$ cat src/rtl/pipeline_ctl_unit_pkg.sv
// Shared definitions for the ID/EX pipeline control unit:
// opcode constants, ALU operation codes and FSM state encoding.
package pipeline_ctl_unit_pkg;

  localparam logic [6:0] OP_R     = 7'b0110011;
  localparam logic [6:0] OP_I     = 7'b0010011;
  localparam logic [6:0] OP_LOAD  = 7'b0000011;
  localparam logic [6:0] OP_STORE = 7'b0100011;
  localparam logic [6:0] OP_BEQ   = 7'b1100011;
  localparam logic [6:0] OP_NOP   = 7'b0000000;

  localparam logic [6:0] F7_BASE  = 7'h00;
  localparam logic [6:0] F7_ALT   = 7'h20;

  typedef enum logic [2:0] {
    ALU_NOP = 3'd0,
    ADD_64  = 3'd1,
    SUB_64  = 3'd2,
    BIT_AND = 3'd3,
    BIT_OR  = 3'd4,
    BIT_XOR = 3'd5
  } alu_op_e;

  typedef enum logic [1:0] {
    RUN    = 2'd0,
    DRAIN  = 2'd1,
    HALTED = 2'd2
  } state_e;

endpackage

$ cat src/rtl/pipeline_ctl_unit_decode.sv
// Combinational instruction decode (module pipeline_ctl_decode).
// Inputs : opcode, funct3, funct7.
// Outputs: unregistered control bundle, alu_operation, is_halt (opcode
//          outside the supported set) and illegal (unsupported R/I funct).
module pipeline_ctl_decode
  import pipeline_ctl_unit_pkg::*;
#(
  parameter int ALU_OP_W = 3
) (
  input  logic [6:0]          opcode,
  input  logic [2:0]          funct3,
  input  logic [6:0]          funct7,
  output logic                alu_src,
  output logic                mem_to_reg,
  output logic                reg_write,
  output logic                mem_read,
  output logic                mem_write,
  output logic                branch,
  output logic [ALU_OP_W-1:0] alu_operation,
  output logic                is_halt,
  output logic                illegal
);

  always_comb begin
    alu_src       = 1'b0;
    mem_to_reg    = 1'b0;
    reg_write     = 1'b0;
    mem_read      = 1'b0;
    mem_write     = 1'b0;
    branch        = 1'b0;
    alu_operation = ALU_OP_W'(ALU_NOP);
    is_halt       = 1'b0;
    illegal       = 1'b0;
    case (opcode)
      OP_R: begin
        reg_write = 1'b1;
        if (funct3 == 3'b000 && funct7 == F7_BASE)      alu_operation = ALU_OP_W'(ADD_64);
        else if (funct3 == 3'b000 && funct7 == F7_ALT)  alu_operation = ALU_OP_W'(SUB_64);
        else if (funct3 == 3'b111 && funct7 == F7_BASE) alu_operation = ALU_OP_W'(BIT_AND);
        else if (funct3 == 3'b110 && funct7 == F7_BASE) alu_operation = ALU_OP_W'(BIT_OR);
        else if (funct3 == 3'b100 && funct7 == F7_BASE) alu_operation = ALU_OP_W'(BIT_XOR);
        else begin
          reg_write = 1'b0;
          illegal   = 1'b1;
        end
      end
      OP_I: begin
        alu_src   = 1'b1;
        reg_write = 1'b1;
        case (funct3)
          3'b000:  alu_operation = ALU_OP_W'(ADD_64);
          3'b111:  alu_operation = ALU_OP_W'(BIT_AND);
          3'b110:  alu_operation = ALU_OP_W'(BIT_OR);
          3'b100:  alu_operation = ALU_OP_W'(BIT_XOR);
          default: begin
            reg_write = 1'b0;
            illegal   = 1'b1;
          end
        endcase
      end
      OP_LOAD: begin
        alu_src       = 1'b1;
        mem_to_reg    = 1'b1;
        reg_write     = 1'b1;
        mem_read      = 1'b1;
        alu_operation = ALU_OP_W'(ADD_64);
      end
      OP_STORE: begin
        alu_src       = 1'b1;
        mem_write     = 1'b1;
        alu_operation = ALU_OP_W'(ADD_64);
      end
      OP_BEQ: begin
        branch        = 1'b1;
        alu_operation = ALU_OP_W'(SUB_64);
      end
      OP_NOP:  ;
      default: is_halt = 1'b1;
    endcase
  end

endmodule

$ cat src/rtl/pipeline_ctl_unit.sv
// ID/EX pipeline control unit: decodes the ID instruction, registers the
// control bundle into EX, inserts bubbles on flush/hazard/invalid, and
// drains the pipeline after a HALT before asserting sticky halted.
// Ports: clk, reset (sync, active-high); id_valid, opcode, funct3, funct7,
//        hazard_detected, flush in; registered ex_valid, control bits,
//        alu_operation, illegal, halted, issue_count out.
module pipeline_ctl_unit
  import pipeline_ctl_unit_pkg::*;
#(
  parameter int ALU_OP_W     = 3,
  parameter int DRAIN_CYCLES = 3,
  parameter int CNT_W        = 16
) (
  input  logic                clk,
  input  logic                reset,
  input  logic                id_valid,
  input  logic [6:0]          opcode,
  input  logic [2:0]          funct3,
  input  logic [6:0]          funct7,
  input  logic                hazard_detected,
  input  logic                flush,
  output logic                ex_valid,
  output logic                alu_src,
  output logic                mem_to_reg,
  output logic                reg_write,
  output logic                mem_read,
  output logic                mem_write,
  output logic                branch,
  output logic [ALU_OP_W-1:0] alu_operation,
  output logic                illegal,
  output logic                halted,
  output logic [CNT_W-1:0]    issue_count
);

  localparam int DW = (DRAIN_CYCLES > 1) ? $clog2(DRAIN_CYCLES) : 1;

  logic                d_alu_src, d_mem_to_reg, d_reg_write;
  logic                d_mem_read, d_mem_write, d_branch;
  logic [ALU_OP_W-1:0] d_alu_operation;
  logic                d_is_halt, d_illegal;

  pipeline_ctl_decode #(.ALU_OP_W(ALU_OP_W)) u_decode (
    .opcode        (opcode),
    .funct3        (funct3),
    .funct7        (funct7),
    .alu_src       (d_alu_src),
    .mem_to_reg    (d_mem_to_reg),
    .reg_write     (d_reg_write),
    .mem_read      (d_mem_read),
    .mem_write     (d_mem_write),
    .branch        (d_branch),
    .alu_operation (d_alu_operation),
    .is_halt       (d_is_halt),
    .illegal       (d_illegal)
  );

  state_e              state, state_nxt;
  logic [DW-1:0]       drain_cnt, drain_cnt_nxt;
  logic                issue;

  always_comb begin
    state_nxt     = state;
    drain_cnt_nxt = drain_cnt;
    issue         = 1'b0;
    case (state)
      RUN: begin
        if (!flush && !hazard_detected && id_valid) begin
          if (d_is_halt) begin
            state_nxt     = DRAIN;
            drain_cnt_nxt = DW'(DRAIN_CYCLES - 1);
          end else begin
            issue = 1'b1;
          end
        end
      end
      DRAIN: begin
        if (drain_cnt == '0) state_nxt = HALTED;
        else                 drain_cnt_nxt = drain_cnt - 1'b1;
      end
      default: state_nxt = HALTED;
    endcase
  end

  // halted follows the state register by one edge, so it rises
  // DRAIN_CYCLES+1 edges after the HALT-accepting edge.
  always_ff @(posedge clk) begin
    if (reset) begin
      state         <= RUN;
      drain_cnt     <= '0;
      issue_count   <= '0;
      halted        <= 1'b0;
      ex_valid      <= 1'b0;
      alu_src       <= 1'b0;
      mem_to_reg    <= 1'b0;
      reg_write     <= 1'b0;
      mem_read      <= 1'b0;
      mem_write     <= 1'b0;
      branch        <= 1'b0;
      alu_operation <= ALU_OP_W'(ALU_NOP);
      illegal       <= 1'b0;
    end else begin
      state         <= state_nxt;
      drain_cnt     <= drain_cnt_nxt;
      halted        <= (state == HALTED);
      ex_valid      <= issue;
      alu_src       <= issue & d_alu_src;
      mem_to_reg    <= issue & d_mem_to_reg;
      reg_write     <= issue & d_reg_write;
      mem_read      <= issue & d_mem_read;
      mem_write     <= issue & d_mem_write;
      branch        <= issue & d_branch;
      alu_operation <= issue ? d_alu_operation : ALU_OP_W'(ALU_NOP);
      illegal       <= issue & d_illegal;
      if (issue && issue_count != '1) issue_count <= issue_count + 1'b1;
    end
  end

endmodule

$ cat config.mk
export PLATFORM = sky130hd
export DESIGN_NAME = pipeline_ctl_unit
export DESIGN_NICKNAME = d
export VERILOG_FILES = /design/src/rtl/pipeline_ctl_unit_pkg.sv /design/src/rtl/pipeline_ctl_unit_decode.sv /design/src/rtl/pipeline_ctl_unit.sv
export SDC_FILE = /design/constraint.sdc
export NUM_CORES = 1
export LEC_CHECK = 0
export CAP_MARGIN = 10
export CORE_MARGIN = 3
export CORE_UTILIZATION = 35
export CTS_CLUSTER_SIZE = 16
export DETAILED_ROUTE_END_ITERATION = 6
export DONT_BUFFER_PORTS = 1
export MAX_ROUTING_LAYER = met4
export RECOVER_POWER = 100
export SLEW_MARGIN = 20
export SYNTH_ARGS = -nofsm -noshare
export SYNTH_HDL_FRONTEND = slang
export SYNTH_SLANG_ARGS = --single-unit
$ cat constraint.sdc
create_clock -name clk -period 2.1 [get_ports clk]
set_input_delay 0.105 -clock clk [delete_from_list [all_inputs] [get_ports clk]]
set_output_delay 0.105 -clock clk [all_outputs]
set_load 0.05 [all_outputs]
==> metrics.yaml <==
io_buffers: 0
ys_types: 43
ys_ff_latch: 31
yosysTopAreaCell: "dfxtp_1"
p_per_area_mw_per_mm2: 612
worst_setup_path_end_kind: "flip-flop"
holdPathStages: 2
grt_pass1_wl_um: 6840
critPathKind: "flip-flop to flip-flop"
initial_core_util_pct: 37.3
clk_pin_slew_worst_paths_ns: 0.07
drc: 0
clock_sinks: 31
crit_fanout: 7
ys_warn_count: 0
worst_pin_slew_ns: 1.16
io_pins: 50
grt_use_total_pct: 17.6
setup_violations: 0
gr-usage-met2_pct: 28.0
vdd_drop_max_mv: 0.243
busiest_layer: "met2"
synth-async-reset-ratio_pct: 0
finalHoldViolations: 0
cts_root_buffer: "clkbuf_8"
worst_slack_ns: 0.0969
postRouteAntennaNets: 0
power_leakage_nw: 0.669
synthCells: 183
finalCritPeriodShare_pct: 95.4
grt_pass1_vias: 1472
arrival_ns: 2.17
rrSetupSlack_ns: 0.1
yosysTopAreaCellShare_pct: 40.8
syn_area_per_cell_um2: 8.32
drv_slew: 0
netlist_top_cells_count: "dfxtp_1, nor2_1, a21oi_1"
wl_um: 4140
yosysSeqAreaShare_pct: 40.8
antenna_cells: 0
grt_max_degree: 16
synth.most_common_cell: "dfxtp_1"
maxCapViolations: 0
ys.flop_type: "dfxtp_1"
antenna_found_initial: 0
first_pass_iters: 4
post_cts_buffers: 0
finalSetupTns_ns: 0
grt_use_met1_pct: 20.3
skew_ns: 0.00840
reg2reg_depth: 5
dp.cells: 246
place_ws_ns: -0.0709
core_mm2: 0.00409
cts_tree: "built"
netlist_area_mm2: 0.00152
layout.nets: 232
use_met3_pct: 5.82
vias: 1465
fin_crit_ns: 2.00
die_w_um: 72.0
h-tree-depth: 2
fmax_ghz: 0.499
insertion_delay_ns: 0.28
gr-total-overflow: 0
rsz0062_at_grt: "no"
gp_congestion: 0.885
synth_area_leaders: "dfxtp_1, a21oi_1, nor2_1"
holdWs_ns: 0.00784
outcome: "finished clean"
start_kind: "flip-flop"
clockBufferDepth: 2
viasPerCell: 5.66
fin_cells: 259
rows: 23
synth_edf_count: 0
die_h_um: 72.0
cts_made_buffers: 5
dpl.hpwl_um: 3030
drtIter0Drc: 95
area_growth_pct: 24.4
hp-class: "input port to flip-flop"
die_area_mm2: 0.00518
cp_data_required_time_ns: 2.27
synth_nets: 207
drive_gt1_share_pct: 17.7
drt-wirelength-per-cell_um: 16.0
slew_headroom_pct: 22.8
## where the power goes
part           internal, mW  total [mW]  switching, mW
clock                 0.299       0.524          0.225
sequential            0.582       0.587        0.00462
combinational        0.0218      0.0483         0.0264
total                 0.903        1.16          0.256
## stage by stage
step                utilization (%)  power, mW  area, um^2
floorplan                         -      0.637        1590
global placement               43.2      0.630        1770
detailed placement             43.2      0.633        1770
CTS                            47.1       1.18        1920
global route                   46.4       1.21        1890
finish                         46.4       1.16        1890
## layout make-up
class / count / area (um^2)
multi-input cells: 136 / 873
flip-flops and latches: 31 / 652
clock buffers: 7 / 96.3
clock inverters: 1 / 6.26
well taps: 50 / 62.6
inverters: 6 / 22.5
fillers: 413 / 2190
repair buffers: 28 / 181
## path summary, 6_finish.rpt
kind / to / startpoint
worst max-delay path: issue_count[8]$_SDFFE_PP0P_ / issue_count[4]$_SDFFE_PP0P_
worst min-delay path: alu_operation[2]$_SDFF_PP0_ / opcode[4]
worst max register to register: issue_count[8]$_SDFFE_PP0P_ / issue_count[4]$_SDFFE_PP0P_
worst min register to register: halted$_SDFF_PP0_ / state[0]$_SDFFE_PP0P_
## critical path, cell delays in order, from the launching register on
cell	delay [ns]
dfxtp_4	0.35
nand4_4	0.10
or4_1	0.59
or2_0	0.38
nand3_1	0.15
mux2_1	0.33
## cell families (layout without fill, tap and decap cells)
family,Yosys count,after routing,share of synthesized area [%]
compound gates,41,41,17.3
mux,6,6,4.44
simple gates,86,86,30.6
flops,31,31,40.8
fa+ha+maj,2,2,1.64
buf+inv,16,42,4.68
xor+xnor,1,1,0.575
## sequential cells by signal, summed over array words and instances, names as in the netlist
signal / flops
illegal: 1
ex_valid: 1
mem_write: 1
mem_read: 1
state: 2
issue_count: 16
drain_cnt: 2
reg_write: 1
halted: 1
alu_src: 1
alu_operation: 3
branch: 1
## placed cells by master (no fill, tap or decap), drive strengths merged, types with 2 or more instances in the layout
master and count:
or3 2, a21oi 18, nand2b 2, inv 7, and2 2, nand2 12
o21ai 6, nor3b 2, nor2 24, and3 3, o41ai 3, ha 2
dfxtp 31, dlygate4sd3 5, nor4 4, clkbuf 18, nor3 7, and4b 2
a221oi 2, or4b 2, a21o 2, mux2 6, nor2b 5, nand3 8
buf 12, o21bai 2, nand4 5, nand3b 2
## metal layers
metal  part of all wire (%)  wire length (um)
met5                      0                 0
met4                    2.8               114
met3                    7.9               327
met2                     48              1990
met1                     41              1700
## timing repair
| action | 4_1_cts | 5_1_grt |
|---|---|---|
| hold buffers | 5 | 0 |
| endpoints found under the hold margin | 23 | 0 |
| endpoints found under the setup margin | 2 | 7 |
| gates cloned | 0 | 0 |
| resized for setup | 1 | 4 |
No activity file was read; power rests on OpenSTA's default activity.
